==> src/rtl/hall_sensor_decoder.sv <==
// BLDC Hall sensor decoder: synchronizes and debounces the 3-bit Hall code, then tracks
// sector, direction, signed position and commutation period, flagging faults and stall.
module hall_sensor_decoder #(
  parameter int unsigned SYNC_STAGES = 2,
  parameter int unsigned DEB_CYCLES  = 16,
  parameter int unsigned PERIOD_W    = 20,
  parameter int unsigned TIMEOUT     = 1000000
) (
  input  logic                clk,
  input  logic                rst_n,
  input  logic [2:0]          h,
  output logic [2:0]          sector,
  output logic                dir,
  output logic                valid,
  output logic                fault,
  output logic                stall,
  output logic [PERIOD_W-1:0] period,
  output logic                period_stb,
  output logic [15:0]         pos
);

  localparam int unsigned         CNT_W     = (DEB_CYCLES > 1) ? $clog2(DEB_CYCLES) : 1;
  localparam logic [CNT_W-1:0]    CNT_MAX   = CNT_W'(DEB_CYCLES - 1);
  localparam logic [PERIOD_W-1:0] TIMEOUT_V = PERIOD_W'(TIMEOUT);

  typedef enum logic [1:0] {S_INIT, S_TRACK, S_FAULT} state_t;

  function automatic logic [2:0] decode(input logic [2:0] code);
    case (code)
      3'b001:  decode = 3'd1;
      3'b011:  decode = 3'd2;
      3'b010:  decode = 3'd3;
      3'b110:  decode = 3'd4;
      3'b100:  decode = 3'd5;
      3'b101:  decode = 3'd6;
      default: decode = 3'd0;
    endcase
  endfunction

  // Input synchronizer chain; the oldest stage feeds the filter.
  logic [SYNC_STAGES-1:0][2:0] sync_q;
  logic [2:0]                  sync_out;

  always_ff @(posedge clk or negedge rst_n) begin
    if (!rst_n) sync_q <= '0;
    else        sync_q <= {sync_q[SYNC_STAGES-2:0], h};
  end

  assign sync_out = sync_q[SYNC_STAGES-1];

  // Debounce filter: a candidate must stay stable DEB_CYCLES samples and differ from the last accepted code.
  logic [2:0]       cand;
  logic [2:0]       last_code;
  logic [CNT_W-1:0] cnt;
  logic             accept_c;

  assign accept_c = (cnt == CNT_MAX) && (cand != last_code);

  always_ff @(posedge clk or negedge rst_n) begin
    if (!rst_n) begin
      cand      <= 3'b000;
      cnt       <= '0;
      last_code <= 3'b000;
    end else begin
      if (sync_out != cand) begin
        cand <= sync_out;
        cnt  <= '0;
      end else if (cnt != CNT_MAX) begin
        cnt <= cnt + CNT_W'(1);
      end
      if (accept_c) last_code <= cand;
    end
  end

  // Commutation period timer, saturating at TIMEOUT.
  logic [PERIOD_W-1:0] timer;
  logic [PERIOD_W-1:0] timer_d;

  always_comb begin
    if (accept_c)                timer_d = '0;
    else if (timer >= TIMEOUT_V) timer_d = TIMEOUT_V;
    else                         timer_d = timer + PERIOD_W'(1);
  end

  state_t              state;
  state_t              state_d;
  logic [2:0]          sector_d;
  logic [2:0]          new_sec;
  logic [2:0]          fwd_sec;
  logic [2:0]          rev_sec;
  logic                dir_d;
  logic                valid_d;
  logic                fault_d;
  logic                stb_d;
  logic                first;
  logic                first_d;
  logic [PERIOD_W-1:0] period_d;
  logic [15:0]         pos_d;

  // Next state and next output values; only an accepted code changes anything.
  always_comb begin
    state_d  = state;
    sector_d = sector;
    dir_d    = dir;
    valid_d  = valid;
    fault_d  = fault;
    period_d = period;
    stb_d    = 1'b0;
    pos_d    = pos;
    first_d  = first;
    new_sec  = decode(cand);
    fwd_sec  = (sector == 3'd6) ? 3'd1 : sector + 3'd1;
    rev_sec  = (sector == 3'd1) ? 3'd6 : sector - 3'd1;
    if (accept_c) begin
      case (state)
        S_TRACK: begin
          if (new_sec == fwd_sec || new_sec == rev_sec) begin
            sector_d = new_sec;
            dir_d    = (new_sec == fwd_sec);
            pos_d    = (new_sec == fwd_sec) ? pos + 16'd1 : pos - 16'd1;
            first_d  = 1'b0;
            // The timer holds cycles-1 just before the accepting edge.
            if (!stall && !first) begin
              period_d = timer + PERIOD_W'(1);
              stb_d    = 1'b1;
            end
          end else begin
            state_d  = S_FAULT;
            sector_d = 3'd0;
            valid_d  = 1'b0;
            fault_d  = 1'b1;
          end
        end
        default: begin
          if (new_sec != 3'd0) begin
            state_d  = S_TRACK;
            sector_d = new_sec;
            valid_d  = 1'b1;
            fault_d  = 1'b0;
            first_d  = 1'b1;
          end else begin
            state_d  = S_FAULT;
            sector_d = 3'd0;
            valid_d  = 1'b0;
            fault_d  = 1'b1;
          end
        end
      endcase
    end
  end

  always_ff @(posedge clk or negedge rst_n) begin
    if (!rst_n) begin
      state      <= S_INIT;
      sector     <= 3'd0;
      dir        <= 1'b1;
      valid      <= 1'b0;
      fault      <= 1'b0;
      stall      <= 1'b0;
      period     <= '0;
      period_stb <= 1'b0;
      pos        <= 16'd0;
      timer      <= '0;
      first      <= 1'b0;
    end else begin
      state      <= state_d;
      sector     <= sector_d;
      dir        <= dir_d;
      valid      <= valid_d;
      fault      <= fault_d;
      stall      <= (timer_d == TIMEOUT_V);
      period     <= period_d;
      period_stb <= stb_d;
      pos        <= pos_d;
      timer      <= timer_d;
      first      <= first_d;
    end
  end

endmodule
==> config.mk <==
export PLATFORM = sky130hd
export DESIGN_NAME = hall_sensor_decoder
export DESIGN_NICKNAME = d
export VERILOG_FILES = /design/src/rtl/hall_sensor_decoder.sv
export SDC_FILE = /design/constraint.sdc
export NUM_CORES = 1
export LEC_CHECK = 0
export ABC_CLOCK_PERIOD_IN_PS = 5000
export BUFFER_PORTS_ARGS = -buffer_cell sky130_fd_sc_hd__clkbuf_2
export CORE_MARGIN = 5
export CORE_UTILIZATION = 33
export DETAILED_ROUTE_END_ITERATION = 8
export GPL_ROUTABILITY_DRIVEN = 0
export PLACE_DENSITY = 0.53
export SLEW_MARGIN = 20
export SYNTH_ARGS = -nofsm -noshare
export SYNTH_HDL_FRONTEND = slang
export SYNTH_SLANG_ARGS = --single-unit
==> constraint.sdc <==
create_clock -name clk -period 5 [get_ports clk]
set_input_delay 0.5 -clock clk [delete_from_list [all_inputs] [get_ports clk]]
set_output_delay 0.5 -clock clk [all_outputs]
set_load 0.02 [all_outputs]
==> flow_summary.toml <==
[timing]
worstMarginPinSlew_ps = 873.9
finalSetupViolations = 0
slew_headroom = 0.4174
rsz0062_at_grt = "false"
period_share = 0.8278
layout_min_cycle_time_ps = 4139
skew_ps = 5.270
tns_ps = 0
drv_slew = 0
fmax_ghz = 0.2416
hold_viol_final = 0

[worst_setup_path]
critical_path_class = "reg -> reg"
start_kind = "flop"
end_kind = "flop"
slowest_stage = "o32ai_2"
required_ps = 5230
cp_max_fo = 12
cp_top_family = "compound AO/OA/AOI/OAI gates"
crit_chain = "inv_1 -> ha_1 -> nor3b_2 -> or3_1 -> a21oi_1 -> o32ai_2 -> ha_1 -> nor2b_1 -> o21ai_0 -> a21boi_1 -> o211ai_1 -> a21oi_1 -> or2_2 -> xor2_1 -> mux2_1"
cpPeakStageDelay_ps = 760
critPathBufInv = 1
arrival_ps = 4370

[logic_synthesis]
yosys_warnings = 0
synth-edff-count = 0
synth_top_family_by_area = "simple AND/OR/NAND/NOR gates"
synth.top_cell.area_share = 0.4414
yosys.area_share.simple = 0.1531
syn-num-nets = 485
syn_area_mm2 = 0.004592
ys_seq_area_frac = 0.4471
ys.flop_type = "dfrtp_1"
syn_avg_cell_area_um2 = 10.05
yosys-top-cells-area = "dfrtp_1 (44%), ha_1 (6.0%), xnor2_1 (5.1%)"
synth_xor_area_frac = 0.08011
synth_compound_gate_area_share = 0.1256
ys_ff_latch = 82
synthMuxAreaShare = 0.08692
syn_inst = 457
yosysUniqueCellTypes = 62
yosys.area_share.adder = 0.06431
synthArstFlopShare = 1.000
synth_top_area_cell = "dfrtp_1"

[final_layout]
final_cell_mix = "dfrtp_1 (81), clkbuf_2 (47), nand2_1 (34), nor2_1 (34), inv_1 (32)"
regArea_mm2 = 0.002053
layout_commonest_cell = "dfrtp_1"
drive_gt1_frac = 0.1749
final_core_util = 0.3872
layout.nets = 532
fin_cells = 689
diodes = 0
fillers = 1428
syn2layout_area_growth_pct = 16.13
multi_input_area_mm2 = 0.002354

[clock_network]
clockRootBuffer = "clkbuf_16"
cts_max_level = 3
cts.sinks = 82
numCtsBuffers = 9
cts_resized = 0
cts_buffer_depth = 2
clk_pin_slew_ps = 60
cts_tree = "done"
clock_latency_ps = 350
post_cts_buffers = 0
hold_buffers = 0

[grt]
grt_pass1_vias = 3518
antenna_found_initial = 0
grt_max_degree = 83
grt_overflow = 0
grt_use_total = 0.1321
grt_pass1_wl_um = 17380

[min_path]
hold_class = "in -> async"

[die]
initial_utilization = 0.3334
die_width_um = 128.0
dieArea_mm2 = 0.01637
row_count = 43
io_pins = 49
die_height_um = 128.0
coreArea_mm2 = 0.01377

[routing]
vias_per_cell = 4.932
firstDrtPassIters = 4
vias = 3398
drt_iter0_drc = 144
drt_wl_total_um = 10100
ant_nets = 0
wire_per_inst_um = 14.66
drc = 0

[job]
max_cap_viol_count = 0

[power]
ir_drop_mv = 0.1324
p_per_area_mw_per_mm2 = 263.6
p_leak_nw = 2.537

[run_status]
outcome = "complete, no violations"

[placed_design]
io_buffer_count = 48
hpwlAfterDp_um = 7231
dp_cells = 673
flip-flops by register name, summed over array words and instances, names as in the netlist:
name / count
period: 20
timer: 20
pos: 16
cnt: 4
cand: 3
last_code: 3
sector: 3
sync_out: 3
sync_q: 3
state: 2
dir: 1
fault: 1
first: 1
period_stb: 1
stall: 1
final timing paths:
check	from	to	slack, ps	depth (start not counted)
setup / recovery	sector[0]	pos[10]	860	15
hold / removal	rst_n	period[13]	190	1
setup reg to reg	sector[0]	pos[10]	860	15
hold reg to reg	sync_q[0]	sync_out[0]	350	0
max in group asynchronous	rst_n	pos[4]	4290	1
min in group clk	h[0]	sync_q[0]	260	1
Yosys cell counts, drive strengths merged (4+ instances only):
cell type  number
xnor2          27
nand2b          5
buf             6
dfrtp          81
nand4           7
nor3           11
mux2           16
nor2b           6
nand3          16
xor2           15
clkbuf         10
a31oi           5
inv            32
o211ai          4
or3             4
nor2           34
a21boi          4
mux2i          20
and3            6
or2             4
a21oi          31
ha             22
a21o            6
o21ai          16
nand2          34
logic make-up (layout without fill, tap and decap cells):
logic type / count (synthesis) / in the layout
flip-flops: 82 / 82
adder cells (fa/ha/maj): 23 / 23
buffers and inverters: 48 / 100
XOR/XNOR: 42 / 42
AO/OA/AOI/OAI: 87 / 87
multiplexers: 36 / 36
AND/OR/NAND/NOR: 139 / 139
per-layer routing:
| metal | share of wire | global-route usage | vias to the layer above |
|---|---|---|---|
| li1 | - | - | 1699 |
| met1 | 0.48 | 0.1744 | 1630 |
| met5 | 0 | 0 | - |
| met4 | 0.019 | 0.05431 | 0 |
| met3 | 0.047 | 0.03792 | 11 |
| met2 | 0.45 | 0.2036 | 58 |
report_power, final:
part / internal (mW) / total (mW) / leakage [nW] / switching, mW
clock: 0.401 / 0.678 / 0.149 / 0.277
combinational: 0.0183 / 0.0520 / 1.28 / 0.0336
sequential: 0.668 / 0.676 / 1.11 / 0.00795
total: 1.09 / 1.41 / 2.54 / 0.318
worst register-to-register path, stage by stage, from the launching register on:
cell and delay [ps]:
dfrtp_1 410, inv_1 120, ha_1 260, nor3b_2 290, or3_1 160, a21oi_1 70
o32ai_2 760, ha_1 410, nor2b_1 140, o21ai_0 200, a21boi_1 140, o211ai_1 220
a21oi_1 110, or2_2 290, xor2_1 140, mux2_1 290
per-stage QoR:
step / worst slack (ps) / power [mW] / instance area (um^2) / hold WS (ps)
2_1_floorplan: 942.4 / 0.7181 / 4592 / 204.4
3_3_place_gp: 986.0 / 0.7401 / 5025 / 340.3
3_5_place_dp: 849.0 / 0.7414 / 5025 / 337.8
4_1_cts: 870.6 / 1.435 / 5329 / 245.2
5_1_grt: 549.7 / 1.464 / 5333 / 247.8
6_report: 861.0 / 1.406 / 5333 / 189.3
final cells by class:
cell class                      instances  share of cell area
Tap cell                              180             0.04223
Clock buffer                           10             0.04481
Sequential cell                        82              0.3850
Timing Repair Buffer                   52             0.05185
Inverter                               32             0.02252
Multi-Input combinational cell        327              0.4413
Clock inverter                          6             0.01220
No activity file was read; power rests on OpenSTA's default activity.
